**src/rtl/fifo_pkg.sv**
```systemverilog
// Shared constants and gray-code helpers for both sides of the asynchronous FIFO.
package fifo_pkg;

  localparam int DATA_WIDTH = 8;
  localparam int ADDR_WIDTH = 3;
  localparam int PTR_WIDTH  = ADDR_WIDTH + 1;
  localparam int FIFO_DEPTH = 1 << ADDR_WIDTH;

  function automatic logic [PTR_WIDTH-1:0] bin2gray(input logic [PTR_WIDTH-1:0] bin);
    return bin ^ (bin >> 1);
  endfunction

  // Each binary bit is the XOR of all gray bits at or above it.
  function automatic logic [PTR_WIDTH-1:0] gray2bin(input logic [PTR_WIDTH-1:0] gray);
    logic [PTR_WIDTH-1:0] bin;
    bin[PTR_WIDTH-1] = gray[PTR_WIDTH-1];
    for (int i = PTR_WIDTH - 2; i >= 0; i--) begin
      bin[i] = bin[i+1] ^ gray[i];
    end
    return bin;
  endfunction

endpackage

```
**src/rtl/fifo_rd_ctrl_if.sv**
```systemverilog
// Read-side FIFO bundle: write-pointer input, memory read port and downstream valid/ready stage.
interface fifo_rd_ctrl_if;
  import fifo_pkg::*;

  logic [PTR_WIDTH-1:0]  gray_wr_ptr;
  logic [DATA_WIDTH-1:0] mem_rdata;
  logic                  dout_ready;
  logic [ADDR_WIDTH-1:0] rd_addr;
  logic [PTR_WIDTH-1:0]  gray_rd_ptr;
  logic                  rd_empty;
  logic [DATA_WIDTH-1:0] dout;
  logic                  dout_valid;
  logic [PTR_WIDTH-1:0]  rd_level;

  // master is the read controller; slave is the surrounding FIFO and consumer.
  modport master (
    input  gray_wr_ptr, mem_rdata, dout_ready,
    output rd_addr, gray_rd_ptr, rd_empty, dout, dout_valid, rd_level
  );

  modport slave (
    output gray_wr_ptr, mem_rdata, dout_ready,
    input  rd_addr, gray_rd_ptr, rd_empty, dout, dout_valid, rd_level
  );

endinterface

```
**src/rtl/ptr_sync_2ff.sv**
```systemverilog
// Two-flop synchroniser for a gray-coded pointer crossing into the local clock domain.
module ptr_sync_2ff #(
  parameter int WIDTH = 4
) (
  input  logic             rd_clk,
  input  logic             rd_rst,
  input  logic [WIDTH-1:0] d,
  output logic [WIDTH-1:0] q
);

  logic [WIDTH-1:0] sync1;
  logic [WIDTH-1:0] sync2;

  always_ff @(posedge rd_clk or posedge rd_rst) begin
    if (rd_rst) begin
      sync1 <= '0;
      sync2 <= '0;
    end else begin
      sync1 <= d;
      sync2 <= sync1;
    end
  end

  assign q = sync2;

endmodule

```
**src/rtl/fifo_rd_ctrl.sv**
```systemverilog
// Read-side controller of the asynchronous FIFO: empty detection, read pointer and
// a registered valid/ready output stage sustaining one word per clock.
module fifo_rd_ctrl
  import fifo_pkg::*;
(
  input  logic          rd_clk,
  input  logic          rd_rst,
  fifo_rd_ctrl_if.master bus
);

  logic [PTR_WIDTH-1:0]  wsync2;
  logic [PTR_WIDTH-1:0]  rd_ptr;
  logic [PTR_WIDTH-1:0]  rd_ptr_next;
  logic [PTR_WIDTH-1:0]  gray_rd_q;
  logic [PTR_WIDTH-1:0]  level_q;
  logic [DATA_WIDTH-1:0] dout_q;
  logic                  valid_q;
  logic                  empty;
  logic                  load;

  ptr_sync_2ff #(.WIDTH(PTR_WIDTH)) u_wr_sync (
    .rd_clk (rd_clk),
    .rd_rst (rd_rst),
    .d      (bus.gray_wr_ptr),
    .q      (wsync2)
  );

  // Pointers differing only in the top two gray bits mean full, which is still non-empty.
  always_comb begin
    empty       = (gray_rd_q == wsync2);
    load        = !empty && (!valid_q || bus.dout_ready);
    rd_ptr_next = load ? rd_ptr + 1'b1 : rd_ptr;
  end

  always_ff @(posedge rd_clk or posedge rd_rst) begin
    if (rd_rst) begin
      rd_ptr    <= '0;
      gray_rd_q <= '0;
      level_q   <= '0;
      dout_q    <= '0;
      valid_q   <= 1'b0;
    end else begin
      rd_ptr    <= rd_ptr_next;
      gray_rd_q <= bin2gray(rd_ptr_next);
      level_q   <= gray2bin(wsync2) - rd_ptr;
      if (load) begin
        dout_q  <= bus.mem_rdata;
        valid_q <= 1'b1;
      end else if (valid_q && bus.dout_ready) begin
        valid_q <= 1'b0;
      end
    end
  end

  assign bus.rd_addr     = rd_ptr[ADDR_WIDTH-1:0];
  assign bus.gray_rd_ptr = gray_rd_q;
  assign bus.rd_empty    = empty;
  assign bus.dout        = dout_q;
  assign bus.dout_valid  = valid_q;
  assign bus.rd_level    = level_q;

endmodule

```
**src/flat_wrapper.sv**
```systemverilog
// flat-port wrapper written by rule: the top's interface ports become plain ports
module fifo_rd_ctrl_flat import fifo_pkg::*;
  (rd_clk, rd_rst, bus_gray_wr_ptr, bus_mem_rdata, bus_dout_ready, bus_rd_addr, bus_gray_rd_ptr, bus_rd_empty, bus_dout, bus_dout_valid, bus_rd_level);
  fifo_rd_ctrl_if bus_i ();
  input  logic rd_clk;
  input  logic rd_rst;
  input wire logic [$bits(bus_i.gray_wr_ptr)-1:0] bus_gray_wr_ptr;
  input wire logic [$bits(bus_i.mem_rdata)-1:0] bus_mem_rdata;
  input wire logic [$bits(bus_i.dout_ready)-1:0] bus_dout_ready;
  output wire logic [$bits(bus_i.rd_addr)-1:0] bus_rd_addr;
  output wire logic [$bits(bus_i.gray_rd_ptr)-1:0] bus_gray_rd_ptr;
  output wire logic [$bits(bus_i.rd_empty)-1:0] bus_rd_empty;
  output wire logic [$bits(bus_i.dout)-1:0] bus_dout;
  output wire logic [$bits(bus_i.dout_valid)-1:0] bus_dout_valid;
  output wire logic [$bits(bus_i.rd_level)-1:0] bus_rd_level;
  assign bus_i.gray_wr_ptr = bus_gray_wr_ptr;
  assign bus_i.mem_rdata = bus_mem_rdata;
  assign bus_i.dout_ready = bus_dout_ready;
  assign bus_rd_addr = bus_i.rd_addr;
  assign bus_gray_rd_ptr = bus_i.gray_rd_ptr;
  assign bus_rd_empty = bus_i.rd_empty;
  assign bus_dout = bus_i.dout;
  assign bus_dout_valid = bus_i.dout_valid;
  assign bus_rd_level = bus_i.rd_level;
  fifo_rd_ctrl u_core (.rd_clk(rd_clk), .rd_rst(rd_rst), .bus(bus_i));
endmodule
```
**config.mk**
```make
export PLATFORM = sky130hd
export DESIGN_NAME = fifo_rd_ctrl_flat
export DESIGN_NICKNAME = d
export VERILOG_FILES = /design/src/rtl/fifo_pkg.sv /design/src/rtl/fifo_rd_ctrl_if.sv /design/src/rtl/ptr_sync_2ff.sv /design/src/rtl/fifo_rd_ctrl.sv /design/src/flat_wrapper.sv
export SDC_FILE = /design/constraint.sdc
export NUM_CORES = 1
export LEC_CHECK = 0
export CORE_MARGIN = 4
export CORE_UTILIZATION = 49
export CTS_CLUSTER_SIZE = 8
export DETAILED_ROUTE_END_ITERATION = 8
export HOLD_SLACK_MARGIN = 0.15
export PLACE_DENSITY_LB_ADDON = 0.12
export SYNTH_ARGS = -nofsm -noshare
export SYNTH_HDL_FRONTEND = slang
export SYNTH_SLANG_ARGS = --single-unit
```
**constraint.sdc**
```tcl
create_clock -name rd_clk -period 3.7 [get_ports rd_clk]
set_input_delay 0.74 -clock rd_clk [delete_from_list [all_inputs] [get_ports rd_clk]]
set_output_delay 0.74 -clock rd_clk [all_outputs]
set_load 0.1 [all_outputs]
```
==> results.md <==
* Hold-fix buffers, CTS at 0
* Fin Clk Skew at approximately 0.0044 ns
* Worst Setup Start Kind: flop
* RSZ-0062 raised after global routing: false
* Multi-input gate area at about 470 sq um
* Setup violators final at 0
* Area leader, netlist: dfrtp_1
* GPL Wtd Cong at about 0.76
* Routed WL at around 2100 um
* DRC viols at 0
* DR vias at a little under 800
* Vias in the first global route at between 800 and 900
* Worst-Skew Late Latency at approximately 0.33 ns
* CTS HTree Levels at 1
* CP endpoint kind: primary output
* Initial antenna violation count at 0
* Fillers at 177
* Worst hold path type: reg2reg
* Total CTS buffers at 3
* Post-synth ARST share at between 90% and 100%
* Net count of the mapped netlist at between 100 and 150
* Post-Synthesis Cells at 90
* Die X at 58.1 um
* F_max at roughly 360 MHz
* First-pass GRT wire length at approximately 3800 um
* Syn_area_per_cell at 13.7 sq um
* Synth area leaders: dfrtp_1 (57%), xor2_1 (6.4%), mux2_4 (6.1%)
* Final HPWL DP at ~1700 um
* Slew @ Worst Pin at 1.01 ns
* Critical path, cell by cell: clkdlybuf4s50_1
* WS Path Type: reg2out
* CP max-delay cell: clkdlybuf4s50_1
* Resize count post-CTS at 0
* Total GRT Usage at between 15 and 20%
* Reg area at around 700 sq um
* Antenna cell count at 0
* CP max FO at 8
* Rows at 17
* Share of the synthesized area in the top cell type at between 50 and 60%
* Clock transition at the registers of the reported paths at between 0.1 and 0.15 ns
* Die area at ~3400 sq um
* Root Driver: clkbuf_4
* Max Cap Viol at 0
* Worst path bufs/invs at 1
* CP arrival at roughly 2.1 ns
* Relative slew slack at between 30% and 40%
* TritonCTS clock tree: yes
* Register bit total from synthesis at 28
* Final hold violations at 0
* First-pass DRT Iterations at 4
* Setup TNS at 0 ns
* Synthesized cell area at around 1200 sq um
* PortBufs at 35
* Synth warnings at 0
* Pin count of the biggest net entering global routing at 29
* CTS Sinks at 28
* Outcome: complete, no violations
* Area growth from synthesis to layout at 32.3%
* Final worst path period need at ~2.8 ns
* Post-synth EDFFs at 0
* Initial Util at a little over half
* Top-count cell post-synth: dfrtp_1
* Fin. max-slew vios at 0
* DR iter-0 viols at 10
* Sequential area share after synthesis at a little under three fifths
* Post-CTS Setup Bufs at 0
* Top FF cell, synth: dfrtp_1
* Post-DR wirelength/cell at between 10 and 15 um
* Req. time, crit path at ~3.0 ns
* CTS Buffer Depth at 2
* Vias per Instance at between 5 and 6
* Max incr delay on CP at 1.19 ns
* Die height at 58.1 um
* Final Cycle Share at between 70 and 80%
* Nets@finish at ~150
* Distinct cells, synth at 24
* Grt ovf at 0
* Post-synth top cells: dfrtp_1 (28), inv_1 (9), xor2_1 (9)
* Area after DPL at between 1500 and 2000 sq um
* Io pins at 36
* Post-route ant nets at 0
* Ratio of cells with drive above 1 in the final layout at 14.2%
* Final instance area at between 1500 and 2000 sq um
* Core Region at 2300 sq um
* Top delay family on crit path: buffers and inverters
## layout make-up
type,instances,area share [%]
clock buffer,4,2.23
inverter,9,2.08
tap,28,2.15
multi-input combinational,50,28.8
timing repair buffer,36,21.7
sequential,28,43.0
## logic make-up (layout without fill, tap and decap cells)
group	Yosys count	in the layout	synth area share, %
compound gates	6	6	3.87
mux	11	11	11.5
xor+xnor	15	15	11.3
fa+ha+maj	5	5	5.70
flops	28	28	57.0
simple gates	13	13	5.80
buf+inv	12	49	4.88
## worst register-to-register path, delay by kind of cell (launching register included)
| family | cells | cell delay [ns] |
|---|---|---|
| DFF | 1 | 0.42 |
| xor gates and xnor gates | 4 | 0.74 |
| adders and majority gates | 2 | 0.64 |
## layer usage
| layer | up-vias | global-route usage (%) | part of all wire, % |
|---|---|---|---|
| li1 | 370 | - | - |
| met1 | 389 | 17.6 | 40 |
| met2 | 24 | 25.2 | 51 |
| met3 | 5 | 3.79 | 5.6 |
| met4 | 0 | 7.95 | 2.5 |
| met5 | - | 0 | 0 |
## path summary, 6_finish.rpt
check / startpoint / depth (start not counted) / to / slack, ns
setup reg to reg: u_core.u_wr_sync.q[2] / 6 / u_core.bus.rd_level[2] / 1.80
setup / recovery: u_core.rd_ptr[2] / 1 / bus_rd_addr[2] / 0.90
hold reg to reg: u_core.u_wr_sync.sync1[1] / 0 / u_core.u_wr_sync.q[1] / 0.37
max in group asynchronous: rd_rst / 2 / u_core.u_wr_sync.q[0] / 2.16
hold / removal: u_core.u_wr_sync.sync1[1] / 0 / u_core.u_wr_sync.q[1] / 0.37
min in group asynchronous: rd_rst / 2 / u_core.bus.dout[6] / 0.93
## flip-flops by register name (all words and copies together) (netlist names)
| signal | flops |
|---|---|
| u_core.bus.dout | 8 |
| u_core.bus.dout_valid | 1 |
| u_core.bus.rd_level | 4 |
| u_core.u_wr_sync.sync1 | 4 |
| u_core.u_wr_sync.q | 4 |
| u_core.bus.gray_rd_ptr | 4 |
| u_core.rd_ptr | 3 |
## layout by cell type, fill, tap and decap left out
master | Yosys | final
nand4_1 | 3 | 3
nor2b_1 | 2 | 2
ha_1 | 4 | 4
xnor2_1 | 5 | 5
a21oi_1 | 1 | 1
buf_4 | 0 | 3
o21ai_0 | 1 | 1
mux2_2 | 5 | 5
a21o_1 | 1 | 1
clkbuf_4 | 0 | 3
clkdlybuf4s50_1 | 0 | 33
xnor2_2 | 1 | 1
nand2b_1 | 1 | 1
fa_1 | 1 | 1
o311ai_0 | 1 | 1
a311o_1 | 1 | 1
dfrtp_1 | 28 | 28
xor2_1 | 9 | 9
o41a_1 | 1 | 1
mux2i_1 | 1 | 1
nand2_1 | 5 | 5
clkbuf_8 | 0 | 1
or4_1 | 1 | 1
inv_1 | 9 | 9
mux2_4 | 5 | 5
nand3b_1 | 1 | 1
## stage by stage
step | std cells | hold slack [ns] | util (%) | setup WS [ns]
2_1_floorplan | 90 | 0.331 | - | 0.633
3_3_place_gp | 151 | 0.334 | 69.3 | 1.21
3_5_place_dp | 151 | 0.340 | 69.3 | 1.17
4_1_cts | 155 | 0.373 | 70.9 | 0.883
5_1_grt | 155 | 0.381 | 70.9 | 0.808
6_report | 155 | 0.368 | 70.9 | 0.896
Power is left out: the tool's default activity adds up to more than one toggle a clock period on the data nets, which glitch-free logic cannot reach.
